### src/rtl/dsp_mac_stream_if.sv
// dsp_mac_stream_if: stream bundle for the streaming MAC.
// Carries the three joined operand streams (A, B, C), their shared beat
// qualifiers (mode, last) and the result stream with its overflow flag.
// The slave modport is the MAC's view; the master modport is the view of
// whatever feeds operands in and takes results out.

interface dsp_mac_stream_if #(
    parameter int WIDTH     = 16,
    parameter int ACC_WIDTH = 40
);
    logic [WIDTH-1:0]     s_a_tdata;
    logic                 s_a_tvalid;
    logic                 s_a_tready;
    logic [WIDTH-1:0]     s_b_tdata;
    logic                 s_b_tvalid;
    logic                 s_b_tready;
    logic [WIDTH-1:0]     s_c_tdata;
    logic                 s_c_tvalid;
    logic                 s_c_tready;
    logic                 s_acc_mode;
    logic                 s_tlast;
    logic [ACC_WIDTH-1:0] m_tdata;
    logic                 m_tvalid;
    logic                 m_tready;
    logic                 m_tuser_ovf;

    modport slave (
        input  s_a_tdata, s_a_tvalid, s_b_tdata, s_b_tvalid,
        input  s_c_tdata, s_c_tvalid, s_acc_mode, s_tlast, m_tready,
        output s_a_tready, s_b_tready, s_c_tready,
        output m_tdata, m_tvalid, m_tuser_ovf
    );

    modport master (
        output s_a_tdata, s_a_tvalid, s_b_tdata, s_b_tvalid,
        output s_c_tdata, s_c_tvalid, s_acc_mode, s_tlast, m_tready,
        input  s_a_tready, s_b_tready, s_c_tready,
        input  m_tdata, m_tvalid, m_tuser_ovf
    );
endinterface

### src/rtl/dsp_mac_stream.sv
// dsp_mac_stream: pipelined multiply-add / multiply-accumulate.
// Three joined operand streams are consumed together. Per beat, mode 0
// yields A*B+C; mode 1 sums A*B over a tlast-delimited packet, seeded with
// the first beat's C. The whole pipeline stalls on a single enable
// (ce = ~m_tvalid | m_tready), so backpressure never loses a beat.
// Optional feature macro: DSP_MAC_SAT_EN -- when defined, every add clamps
// on overflow and m_tuser_ovf reports it; otherwise arithmetic wraps and
// m_tuser_ovf is always 0.

module dsp_mac_stream #(
    parameter int WIDTH       = 16,
    parameter int ACC_WIDTH   = 40,
    parameter int PIPE_STAGES = 3,
    parameter int SIGNED      = 1
) (
    input  logic               clk,
    input  logic               rst,
    dsp_mac_stream_if.slave    bus
);
    localparam int PW  = 2 * WIDTH;
    localparam int MSB = ACC_WIDTH - 1;

`ifdef DSP_MAC_SAT_EN
    localparam logic [ACC_WIDTH-1:0] SMAX = {1'b0, {(ACC_WIDTH-1){1'b1}}};
    localparam logic [ACC_WIDTH-1:0] SMIN = {1'b1, {(ACC_WIDTH-1){1'b0}}};
    localparam logic [ACC_WIDTH-1:0] UMAX = {ACC_WIDTH{1'b1}};
`endif

    // Full-width product, extended to the accumulator width.
    function automatic logic [ACC_WIDTH-1:0] ext_prod(input logic [WIDTH-1:0] a,
                                                       input logic [WIDTH-1:0] b);
        logic signed [PW-1:0] sp;
        logic        [PW-1:0] up;
        if (SIGNED != 0) begin
            sp = PW'($signed(a)) * PW'($signed(b));
            return ACC_WIDTH'(sp);
        end else begin
            up = PW'(a) * PW'(b);
            return ACC_WIDTH'(up);
        end
    endfunction

    // Addend extended the same way as the operands are interpreted.
    function automatic logic [ACC_WIDTH-1:0] ext_c(input logic [WIDTH-1:0] c);
        if (SIGNED != 0) begin
            return ACC_WIDTH'($signed(c));
        end else begin
            return ACC_WIDTH'(c);
        end
    endfunction

    // Add returning {overflow, sum}; clamps only when saturation is built in.
    function automatic logic [ACC_WIDTH:0] add_chk(input logic [ACC_WIDTH-1:0] x,
                                                    input logic [ACC_WIDTH-1:0] y);
        logic [ACC_WIDTH:0] wide;
        wide = {1'b0, x} + {1'b0, y};
`ifdef DSP_MAC_SAT_EN
        if (SIGNED != 0) begin
            if ((x[MSB] == y[MSB]) && (wide[MSB] != x[MSB])) begin
                return {1'b1, (x[MSB] ? SMIN : SMAX)};
            end else begin
                return {1'b0, wide[ACC_WIDTH-1:0]};
            end
        end else begin
            if (wide[ACC_WIDTH]) begin
                return {1'b1, UMAX};
            end else begin
                return {1'b0, wide[ACC_WIDTH-1:0]};
            end
        end
`else
        return {1'b0, wide[ACC_WIDTH-1:0]};
`endif
    endfunction

    // Stage 0 holds the accepted operands; stages 1..PIPE_STAGES hold the product.
    logic                  s0_valid_r, s0_mode_r, s0_last_r;
    logic [WIDTH-1:0]      s0_a_r, s0_b_r;
    logic [ACC_WIDTH-1:0]  s0_c_r;
    logic [PIPE_STAGES-1:0] pv_r, pm_r, pl_r;
    logic [ACC_WIDTH-1:0]  pp_r [PIPE_STAGES];
    logic [ACC_WIDTH-1:0]  pc_r [PIPE_STAGES];

    // Output and accumulator state.
    logic [ACC_WIDTH-1:0]  m_tdata_r;
    logic                  m_tvalid_r;
    logic                  m_ovf_r;
    logic [ACC_WIDTH-1:0]  acc_r;
    logic                  acc_open_r;
    logic                  acc_ovf_r;

    logic                  ce_s;
    logic                  accept_s;
    logic                  fin_valid_s, fin_mode_s, fin_last_s;
    logic [ACC_WIDTH-1:0]  fin_prod_s, fin_c_s;
    logic [ACC_WIDTH-1:0]  base_s, sum_s;
    logic [ACC_WIDTH:0]    add_s;
    logic                  ovf_s;

    assign ce_s     = ~m_tvalid_r | bus.m_tready;
    assign accept_s = ce_s & bus.s_a_tvalid & bus.s_b_tvalid & bus.s_c_tvalid;

    assign bus.s_a_tready = ce_s & bus.s_b_tvalid & bus.s_c_tvalid;
    assign bus.s_b_tready = ce_s & bus.s_a_tvalid & bus.s_c_tvalid;
    assign bus.s_c_tready = ce_s & bus.s_a_tvalid & bus.s_b_tvalid;

    assign bus.m_tdata     = m_tdata_r;
    assign bus.m_tvalid    = m_tvalid_r;
    assign bus.m_tuser_ovf = m_ovf_r;

    assign fin_valid_s = pv_r[PIPE_STAGES-1];
    assign fin_mode_s  = pm_r[PIPE_STAGES-1];
    assign fin_last_s  = pl_r[PIPE_STAGES-1];
    assign fin_prod_s  = pp_r[PIPE_STAGES-1];
    assign fin_c_s     = pc_r[PIPE_STAGES-1];

    // Operand capture and product pipeline; data moves only with a valid beat.
    always_ff @(posedge clk) begin
        if (rst) begin
            s0_valid_r <= 1'b0;
            s0_mode_r  <= 1'b0;
            s0_last_r  <= 1'b0;
            s0_a_r     <= {WIDTH{1'b0}};
            s0_b_r     <= {WIDTH{1'b0}};
            s0_c_r     <= {ACC_WIDTH{1'b0}};
            pv_r       <= {PIPE_STAGES{1'b0}};
            pm_r       <= {PIPE_STAGES{1'b0}};
            pl_r       <= {PIPE_STAGES{1'b0}};
            for (int i = 0; i < PIPE_STAGES; i++) begin
                pp_r[i] <= {ACC_WIDTH{1'b0}};
                pc_r[i] <= {ACC_WIDTH{1'b0}};
            end
        end else if (ce_s) begin
            s0_valid_r <= accept_s;
            if (accept_s) begin
                s0_a_r    <= bus.s_a_tdata;
                s0_b_r    <= bus.s_b_tdata;
                s0_c_r    <= ext_c(bus.s_c_tdata);
                s0_mode_r <= bus.s_acc_mode;
                s0_last_r <= bus.s_tlast;
            end
            pv_r[0] <= s0_valid_r;
            if (s0_valid_r) begin
                pp_r[0] <= ext_prod(s0_a_r, s0_b_r);
                pc_r[0] <= s0_c_r;
                pm_r[0] <= s0_mode_r;
                pl_r[0] <= s0_last_r;
            end
            for (int i = 1; i < PIPE_STAGES; i++) begin
                pv_r[i] <= pv_r[i-1];
                if (pv_r[i-1]) begin
                    pp_r[i] <= pp_r[i-1];
                    pc_r[i] <= pc_r[i-1];
                    pm_r[i] <= pm_r[i-1];
                    pl_r[i] <= pl_r[i-1];
                end
            end
        end
    end

    // Final add: C seeds mode-0 beats and packet openers, acc otherwise;
    // a clamped accumulation stays pinned until its packet closes.
    always_comb begin
        base_s = fin_c_s;
        if (fin_mode_s && acc_open_r) begin
            base_s = acc_r;
        end else begin
            base_s = fin_c_s;
        end
        add_s = add_chk(base_s, fin_prod_s);
        if (fin_mode_s && acc_open_r && acc_ovf_r) begin
            sum_s = acc_r;
            ovf_s = 1'b1;
        end else begin
            sum_s = add_s[ACC_WIDTH-1:0];
            ovf_s = add_s[ACC_WIDTH];
        end
    end

    // Result register and packet accumulator; holds everything while stalled.
    always_ff @(posedge clk) begin
        if (rst) begin
            m_tdata_r  <= {ACC_WIDTH{1'b0}};
            m_tvalid_r <= 1'b0;
            m_ovf_r    <= 1'b0;
            acc_r      <= {ACC_WIDTH{1'b0}};
            acc_open_r <= 1'b0;
            acc_ovf_r  <= 1'b0;
        end else if (ce_s) begin
            if (fin_valid_s) begin
                if (!fin_mode_s) begin
                    m_tdata_r  <= sum_s;
                    m_tvalid_r <= 1'b1;
                    m_ovf_r    <= ovf_s;
                end else if (fin_last_s) begin
                    m_tdata_r  <= sum_s;
                    m_tvalid_r <= 1'b1;
                    m_ovf_r    <= ovf_s;
                    acc_r      <= {ACC_WIDTH{1'b0}};
                    acc_open_r <= 1'b0;
                    acc_ovf_r  <= 1'b0;
                end else begin
                    acc_r      <= sum_s;
                    acc_open_r <= 1'b1;
                    acc_ovf_r  <= ovf_s;
                    m_tvalid_r <= 1'b0;
                end
            end else begin
                m_tvalid_r <= 1'b0;
            end
        end
    end
endmodule

### src/flat_wrapper.sv
// flat-port wrapper written by rule: the top's interface ports become plain ports
module dsp_mac_stream_flat 
#(
    parameter int WIDTH       = 16,
    parameter int ACC_WIDTH   = 40,
    parameter int PIPE_STAGES = 3,
    parameter int SIGNED      = 1
)
  (clk, rst, bus_s_a_tdata, bus_s_a_tvalid, bus_s_b_tdata, bus_s_b_tvalid, bus_s_c_tdata, bus_s_c_tvalid, bus_s_acc_mode, bus_s_tlast, bus_m_tready, bus_s_a_tready, bus_s_b_tready, bus_s_c_tready, bus_m_tdata, bus_m_tvalid, bus_m_tuser_ovf);
  dsp_mac_stream_if #(.WIDTH(WIDTH), .ACC_WIDTH(ACC_WIDTH)) bus_i ();
  input  logic clk;
  input  logic rst;
  input wire logic [$bits(bus_i.s_a_tdata)-1:0] bus_s_a_tdata;
  input wire logic [$bits(bus_i.s_a_tvalid)-1:0] bus_s_a_tvalid;
  input wire logic [$bits(bus_i.s_b_tdata)-1:0] bus_s_b_tdata;
  input wire logic [$bits(bus_i.s_b_tvalid)-1:0] bus_s_b_tvalid;
  input wire logic [$bits(bus_i.s_c_tdata)-1:0] bus_s_c_tdata;
  input wire logic [$bits(bus_i.s_c_tvalid)-1:0] bus_s_c_tvalid;
  input wire logic [$bits(bus_i.s_acc_mode)-1:0] bus_s_acc_mode;
  input wire logic [$bits(bus_i.s_tlast)-1:0] bus_s_tlast;
  input wire logic [$bits(bus_i.m_tready)-1:0] bus_m_tready;
  output wire logic [$bits(bus_i.s_a_tready)-1:0] bus_s_a_tready;
  output wire logic [$bits(bus_i.s_b_tready)-1:0] bus_s_b_tready;
  output wire logic [$bits(bus_i.s_c_tready)-1:0] bus_s_c_tready;
  output wire logic [$bits(bus_i.m_tdata)-1:0] bus_m_tdata;
  output wire logic [$bits(bus_i.m_tvalid)-1:0] bus_m_tvalid;
  output wire logic [$bits(bus_i.m_tuser_ovf)-1:0] bus_m_tuser_ovf;
  assign bus_i.s_a_tdata = bus_s_a_tdata;
  assign bus_i.s_a_tvalid = bus_s_a_tvalid;
  assign bus_i.s_b_tdata = bus_s_b_tdata;
  assign bus_i.s_b_tvalid = bus_s_b_tvalid;
  assign bus_i.s_c_tdata = bus_s_c_tdata;
  assign bus_i.s_c_tvalid = bus_s_c_tvalid;
  assign bus_i.s_acc_mode = bus_s_acc_mode;
  assign bus_i.s_tlast = bus_s_tlast;
  assign bus_i.m_tready = bus_m_tready;
  assign bus_s_a_tready = bus_i.s_a_tready;
  assign bus_s_b_tready = bus_i.s_b_tready;
  assign bus_s_c_tready = bus_i.s_c_tready;
  assign bus_m_tdata = bus_i.m_tdata;
  assign bus_m_tvalid = bus_i.m_tvalid;
  assign bus_m_tuser_ovf = bus_i.m_tuser_ovf;
  dsp_mac_stream #(.WIDTH(WIDTH), .ACC_WIDTH(ACC_WIDTH), .PIPE_STAGES(PIPE_STAGES), .SIGNED(SIGNED)) u_core (.clk(clk), .rst(rst), .bus(bus_i));
endmodule
### config.mk
export PLATFORM = sky130hd
export DESIGN_NAME = dsp_mac_stream_flat
export DESIGN_NICKNAME = d
export VERILOG_FILES = /design/src/rtl/dsp_mac_stream_if.sv /design/src/rtl/dsp_mac_stream.sv /design/src/flat_wrapper.sv
export SDC_FILE = /design/constraint.sdc
export NUM_CORES = 1
export LEC_CHECK = 0
export ABC_CLOCK_PERIOD_IN_PS = 12190
export CORE_AREA = 2 2 259 261
export CTS_BUF_LIST = sky130_fd_sc_hd__clkbuf_4 sky130_fd_sc_hd__clkbuf_8
export DETAILED_ROUTE_END_ITERATION = 8
export DIE_AREA = 0 0 261 263
export PLACE_DENSITY = 0.63
export SKIP_LAST_GASP = 1
export SLEW_MARGIN = 10
export SYNTH_ARGS = -nofsm -noshare
export SYNTH_HDL_FRONTEND = slang
export SYNTH_SLANG_ARGS = --single-unit
### constraint.sdc
create_clock -name clk -period 12.19 [get_ports clk]
set_input_delay 1.219 -clock clk [delete_from_list [all_inputs] [get_ports clk]]
set_output_delay 1.219 -clock clk [all_outputs]
set_load 0.005 [all_outputs]
; ---- Word-level counts from Yosys, hierarchy flattened
; Memory sizes are Yosys's and may differ from the RTL's.
; Index checks and enable logic that the tools add are counted.
[word_totals]
register_bits = 144
latchBits = 0
inputBits = 56
ramBits = 240
output_inout_bits = 45
romBits = 0
n_memories = 2
[mem_list]
columns = name, words, word_bits, read_ports, rd_ports_with_merged_regs, wr, line_no
row1 = u_core.pc_r, 3, 40, 3, 0, 3, dsp_mac_stream.sv:82  ; logic [ACC_WIDTH-1:0] pc_r [PIPE_STAGES];
row2 = u_core.pp_r, 3, 40, 3, 0, 3, dsp_mac_stream.sv:81  ; logic [ACC_WIDTH-1:0] pp_r [PIPE_STAGES];
[op_classes]
n_lt_le_gt_ge = 0
bitwise = 14
mul = 1
n_eq_ne = 1
shift = 0
n_addsub = 1
reduce_logical = 8
mux = 36
n_div = 0
[ops]
columns = cell, n
row1 = 40-bit two-way mux, 14
row2 = 40-bit adder, 1
row3 = 16-bit by 16-bit multiplier with 32-bit output, 1
row4 = 1-bit two-way mux, 22
row5 = 2-bit AND reduction, 4
row6 = 1-bit OR, 7
row7 = 1-bit bitwise AND, 6
row8 = 3-bit AND reduction, 2
row9 = 1-bit logical AND, 2
row10 = 2-bit != test (second input constant), 1
row11 = 1-bit NOT, 1

; ---- Longest topological paths before layout
; Gate-level depths: netlist of run 1.
[depth]
word_depth = 6
depth_mapped = 26
ltp_nobuf = 24

; ---- Worst setup path after synthesis of run 1
; Ideal clock, no wire load.
[synth_timing]
path_type = reg2reg
start = reg u_core.s0_b_r[7]
end = mem u_core.pp_r[0][30] (data pin)
stages_incl_launch_ff = 25
t_arrival_ns = 6.004
slack_ns = 5.920
setup_time_ns = 0.266
path_cell_list = dfxtp_1 clkbuf_1 clkbuf_1 nand2_1 fa_1 inv_1 fa_1 fa_1 fa_1 fa_1 inv_1 fa_1 inv_1 ha_1 a21o_1 a21o_1 a221oi_1 o21ai_0 or3_1 o211ai_1 a31oi_1 o21ai_0 nand2b_1 xnor2_1 nor2_1
[synth_rtl]
columns = element, line_no
row1 = from (decl), dsp_mac_stream.sv:78  ; logic [WIDTH-1:0] s0_a_r, s0_b_r;
row2 = from (signal assigned), dsp_mac_stream.sv:124  ; s0_b_r <= {WIDTH{1'b0}};
row3 = from (signal assigned), dsp_mac_stream.sv:137  ; s0_b_r <= bus.s_b_tdata;
row4 = to (decl), dsp_mac_stream.sv:81

==> flow_summary_export.csv, run 1 <==
group,metric,value,unit
synth,ys_types,67,
job,maxCapViolations,0,
synth,synth_common_cells,"nand2_1 (381), inv_1 (297), fa_1 (263)",
hold_path,hp-class,"flop to flop",
placed_design,io_buffers,100,
pwr,leakage,11.84,nW
cts,insertion_delay,0.64,ns
synth,synth_fa_ha_area_frac,0.2961,
synth,synth_compound_area_frac,0.1100,
cts,cts_tree,"built",
pwr,vdd_drop_max,0.06377,mV
cts,cts.clk_slew.worst_paths,0.06,ns
placed_design,post-place-ws,5.341,ns
synth,syn_inst,2436,
route,viasPerCell,4.970,
global_routing,first_global_vias,17599,
placed_design,dp_hpwl,42490,µm
sta,fin_ws,5.301,ns
route,drc,0,
finish,drive_above_1_share,0.05169,
synth,synthArstFlopShare,0,
synth,yosys.area_share.xor_xnor,0.02448,
critical_path,startpoint_type,"flop",
sta,hold_viol,0,
synth,ys_top_cells_by_area,"fa_1 (23%), edfxtp_1 (19%), dfxtp_1 (13%)",
placed_design,dp_cells,3285,
cts,htree_levels,2,
finish,multi_input_area,0.01413,mm²
cts,cts_sinks,288,
global_routing,track_usage,0.1681,
sta,rsz0062_at_grt,"no",
sta,max_freq,145.2,MHz
finish,fin_cells,3380,
cts,cts_resized,0,
finish,syn_to_final_growth,12.98,%
die,ios,101,
synth,ys_seq_elements,288,
critical_path,worstPathRequired,12.49,ns
sta,skew,0.05817,ns
run_status,status,"finished clean",
sta,post-route-min-period,6.889,ns
placed_design,gp_congestion,0.8860,
finish,final_util,0.3942,
die,die_w,261,µm
synth,synth-simple-area-share,0.1799,
global_routing,grt_pass1_wl,92670,µm
critical_path,crit_fanout,17,
synth,synth_edf_count,144,
critical_path,end_kind,"flop",
sta,final.period_utilization,0.5651,
die,num_rows,94,
route,wl,56920,µm
cts,cts_made_buffers,51,
cts,cts-root-buf,"clkbuf_8",
sta,timing.hold.ws,0.4495,ns
synth,synth_top_area_frac,0.2300,
pwr,total_power,2.395,mW
sta,tns,0,ns
synth,synth_nets,2876,
cts,cts_max_path_buffers,3,
route,firstDrtPassIters,5,
critical_path,path_class,"flop to flop",
synth,synth_top_family_by_area,"adder cells",
finish,num-fill-cells,6508,
die,dieArea,0.06864,mm²
route,ant_nets,0,
route,avgRoutedWirePerCell,16.84,µm
global_routing,overflow,0,
sta,slew_headroom,0.2278,
synth,synthMuxAreaShare,0.005301,
cts,cts_hold_buf,0,
critical_path,arrival,7.19,ns
pwr,powerDensity,92.57,mW/mm²
finish,regArea,0.007207,mm²
global_routing,grt_start_max_net_pins,118,
synth,synth.avg_cell_area,9.399,µm²
die,core-area,0.06563,mm²
die,die_h,263,µm
die,start_util,0.3489,
global_routing,antenna_found_initial,0,
synth,synth_most_common_cell,"nand2_1",
placed_design,place_area,0.02461,mm²
synth,synth_ff_type,"edfxtp_1",
synth,synthesis.area,0.02290,mm²
synth,synth_area_leader_cell,"fa_1",
cts,post_cts_buffers,0,
synth,synth_warnings,0,
sta,final-max-slew-violation-count,0,
route,drtIter0Drc,857,
sta,setup_viol,0,
sta,worst_slew_pin_slew,1.154,ns
synth,synth_seq_area_share,0.3148,
finish,final_cell_area,0.02587,mm²
route,num_vias,16800,
finish,final_nets,2914,
worst max-delay path, stage by stage (launching register included):
cell and delay (ns):
dfxtp_1 0.88, and2_1 0.26, fa_1 0.41, inv_1 0.08, fa_1 0.44, fa_1 0.50
fa_1 0.55, inv_1 0.05, fa_1 0.51, fa_1 0.42, ha_1 0.36, nand2_1 0.09
o21ai_0 0.24, or4b_2 0.62, o22ai_1 0.41, o211ai_1 0.18, a31oi_1 0.19, o21ai_0 0.10
nand2b_1 0.09, xnor2_1 0.11, nor2_1 0.06
placed cells by master (no fill, tap or decap), types with 63 or more instances in the layout:
| master | count |
|---|---|
| dfxtp_1 | 144 |
| edfxtp_1 | 144 |
| a21o_1 | 76 |
| clkbuf_8 | 63 |
| ha_1 | 121 |
| and2_1 | 246 |
| fa_1 | 263 |
| nand2_1 | 378 |
| nor2_1 | 108 |
| a21oi_1 | 171 |
| clkdlybuf4s50_1 | 99 |
| inv_1 | 297 |
logic make-up (layout without fill, tap and decap cells):
logic type,after synthesis,in the layout
XOR/XNOR,64,64
multiplexers,12,12
AND/OR/NAND/NOR,858,858
adder cells (fa/ha/maj),384,384
AO/OA/AOI/OAI,406,406
flip-flops,288,288
other,0,1
buffers and inverters,424,503
worst paths after layout:
check,start,depth (start not counted),endpoint,slack [ns]
worst min-delay path,u_core.s0_c_r[4]$_SDFFE_PP0P_,2,u_core.s0_c_r[4]$_SDFFE_PP0P_,0.45
worst max register to register,u_core.s0_a_r[6]$_SDFFE_PP0P_,20,u_core.pp_r[0][30]$_SDFFCE_PN0P_,5.30
worst max-delay path,u_core.s0_a_r[6]$_SDFFE_PP0P_,20,u_core.pp_r[0][30]$_SDFFCE_PN0P_,5.30
worst min register to register,u_core.s0_c_r[4]$_SDFFE_PP0P_,2,u_core.s0_c_r[4]$_SDFFE_PP0P_,0.45
where the power goes:
part           switching, mW  leakage (nW)  internal [mW]
sequential            0.0286          2.65           1.04
clock                  0.412         0.658          0.675
combinational          0.139          8.53         0.0948
sequential cells by signal, indices dropped and copies added (netlist names):
name	cells
u_core.s0_a_r	16
u_core.pp_r	96
u_core.pm_r	3
u_core.bus.m_tuser_ovf	1
u_core.s0_mode_r	1
u_core.bus.m_tdata	40
u_core.s0_b_r	16
u_core.pv_r	3
u_core.acc_r	40
u_core.s0_valid_r	1
u_core.pl_r	3
u_core.s0_last_r	1
u_core.pc_r	48
u_core.acc_open_r	1
u_core.bus.m_tvalid	1
u_core.s0_c_r	16
u_core.acc_ovf_r	1
metal layers:
metal / global-route usage / routed length, µm / vias to the layer above / part of all wire
met3: 0.02012 / 2022 / 102 / 0.036
met1: 0.2078 / 23620 / 8431 / 0.41
met4: 0.05820 / 1676 / 0 / 0.029
met5: 0 / 0 / - / 0
met2: 0.3003 / 29600 / 320 / 0.52
li1: - / - / 7947 / -
final cells by class:
type	count	area share
antenna	1	0.00009674
clock buffer	76	0.03729
clock inverter	18	0.01108
inverter	298	0.04324
multi-input combinational	1724	0.5461
sequential	288	0.2786
tap	864	0.04179
timing repair buffer	111	0.04179
Power figures use the tool's default switching activity.
==> run 2: changes to the inputs <==
--- a/config.mk
+++ b/config.mk
@@ -5,7 +5,7 @@
 export SDC_FILE = /design/constraint.sdc
 export NUM_CORES = 1
 export LEC_CHECK = 0
-export ABC_CLOCK_PERIOD_IN_PS = 12190
+export ABC_CLOCK_PERIOD_IN_PS = 6700
 export CORE_AREA = 2 2 259 261
 export CTS_BUF_LIST = sky130_fd_sc_hd__clkbuf_4 sky130_fd_sc_hd__clkbuf_8
 export DETAILED_ROUTE_END_ITERATION = 8
==> constraint.sdc (replaced) <==
create_clock -name clk -period 6.7 [get_ports clk]
set_input_delay 0.67 -clock clk [delete_from_list [all_inputs] [get_ports clk]]
set_output_delay 0.67 -clock clk [all_outputs]
set_load 0.005 [all_outputs]
==> run 2 against run 1 <==
- critical path depth up 3
- hold slack worse by 0.0064 ns
- critical path type unchanged
- non-clock buffer count up 38
- power up 70%
- highest routed layer unchanged
==> flow_summary_export.csv, run 2 (synthesis results as in run 1) <==
group,metric,value,unit
die,start_util,0.3489,
sta,setup_viol,0,
sta,worst_slew_pin_slew,1.143,ns
sta,slew_headroom,0.2352,
cts,cts_made_buffers,51,
cts,post_cts_buffers,0,
route,ant_nets,0,
sta,hold_viol,0,
finish,final_common_cell,"nand2_1",
sta,timing.hold.ws,0.4431,ns
route,num_vias,16763,
run_status,status,"finished clean",
die,die_h,263,µm
placed_design,gp_congestion,0.8821,
finish,final_nets,2952,
pwr,vdd_drop_max,0.1211,mV
die,ios,101,
die,die_w,261,µm
route,wl,57970,µm
finish,largest_reg_flops,96,
global_routing,grt_start_max_net_pins,79,
finish,drive_above_1_share,0.07481,
route,avgRoutedWirePerCell,16.96,µm
placed_design,dp_hpwl,44780,µm
critical_path,end_kind,"flop",
route,viasPerCell,4.906,
finish,top_regs,"u_core.pp_r (96), u_core.pc_r (48)",
pwr,powerDensity,156.4,mW/mm²
finish,syn_to_final_growth,13.62,%
critical_path,worstPathRequired,6.98,ns
finish,top_register,"u_core.pp_r",
sta,final-max-slew-violation-count,0,
placed_design,post-place-ws,0.01761,ns
cts,cts_max_path_buffers,3,
finish,most-common-layout-cells,"nand2_1 (377), inv_1 (297), fa_1 (263)",
critical_path,startpoint_type,"flop",
sta,post-route-min-period,6.436,ns
die,core-area,0.06563,mm²
pwr,leakage,11.96,nW
global_routing,track_usage,0.1706,
cts,htree_levels,2,
sta,tns,0,ns
sta,rsz0062_at_grt,"no",
global_routing,overflow,0,
die,dieArea,0.06864,mm²
route,drc,0,
global_routing,first_global_vias,17459,
sta,max_freq,155.4,MHz
global_routing,grt_pass1_wl,94160,µm
hold_path,hp-class,"flop to flop",
sta,final.period_utilization,0.9606,
critical_path,crit_fanout,10,
global_routing,antenna_found_initial,0,
critical_path,path_class,"flop to flop",
cts,cts.clk_slew.worst_paths,0.06,ns
critical_path,arrival,6.72,ns
sta,skew,0.07733,ns
route,firstDrtPassIters,5,
route,drtIter0Drc,993,
job,maxCapViolations,0,
cts,cts_hold_buf,0,
cts,cts-root-buf,"clkbuf_8",
sta,fin_ws,0.2637,ns
die,num_rows,94,
cts,insertion_delay,0.65,ns
cts,cts_sinks,288,
finish,antenna_cells,0,
cts,cts_tree,"built",
placed_design,io_buffers,100,
run 2: cell types whose count changed in the layout (fill, tap and decap cells not counted), sizes merged:
cell,change
clkbuf,-6
inv,+1
clkinv,+11
bufinv,-6
diode,-1
buf,+38
run 2: report_power, final:
group | internal [mW] | switching, mW
combinational | 0.180 | 0.268
clock | 0.918 | 0.764
sequential | 1.90 | 0.0371
total | 3.00 | 1.07
run 2: path summary, 6_finish.rpt:
path / start / to / slack [ns] / cells past startpoint
max: u_core.s0_b_r[6]$_SDFFE_PP0P_ / u_core.pp_r[0][30]$_SDFFCE_PN0P_ / 0.26 / 23
min: u_core.pp_r[0][63]$_SDFFCE_PN0P_ / u_core.pp_r[0][103]$_SDFFCE_PN0P_ / 0.44 / 1
max reg2reg: u_core.s0_b_r[6]$_SDFFE_PP0P_ / u_core.pp_r[0][30]$_SDFFCE_PN0P_ / 0.26 / 23
min reg2reg: u_core.pp_r[0][63]$_SDFFCE_PN0P_ / u_core.pp_r[0][103]$_SDFFCE_PN0P_ / 0.44 / 1
run 2: layout make-up:
cell class	count	area, µm²
Clock inverter	24	181.4
Inverter	298	1119
Tap cell	864	1081
Multi-Input combinational cell	1724	14150
Fill cell	6538	39610
Sequential cell	288	7251
Clock buffer	70	863.3
Timing Repair Buffer	149	1370
run 2: repair_timing:
item,CTS,global route
endpoints found under the setup margin,2,9
gates resized for setup,3,36
pin swaps,0,4
run 2: per-layer routing:
metal	wire, µm	global-route usage
met1	24910	0.2146
met2	29920	0.3063
met3	1849	0.01916
met4	1282	0.04868
met5	0	0
run 2: worst max-delay path: stages, from the launching register on:
cell and delay (ns):
dfxtp_2 0.36, buf_4 0.18, and2_1 0.17, fa_1 0.49
inv_1 0.06, fa_1 0.50, fa_1 0.57, inv_1 0.07
fa_1 0.46, fa_1 0.52, inv_1 0.05, fa_1 0.47
inv_1 0.04, ha_1 0.36, nand3_1 0.12, or4b_2 0.62
o22ai_1 0.13, buf_4 0.17, o211ai_1 0.12, a31oi_1 0.21
o21ai_0 0.11, nand2b_1 0.09, xnor2_1 0.11, nor2_1 0.06
run 2: metrics by stage:
step,instance area [µm²],power [mW],utilization,std cells
final,26010,4.069,0.3964,3417
after detailed placement,24900,2.422,0.3793,3323
after floorplan,22900,2.259,-,2436
after CTS,25940,4.118,0.3953,3417
after global placement,24900,2.414,0.3793,3323
after global routing,26010,4.249,0.3964,3417
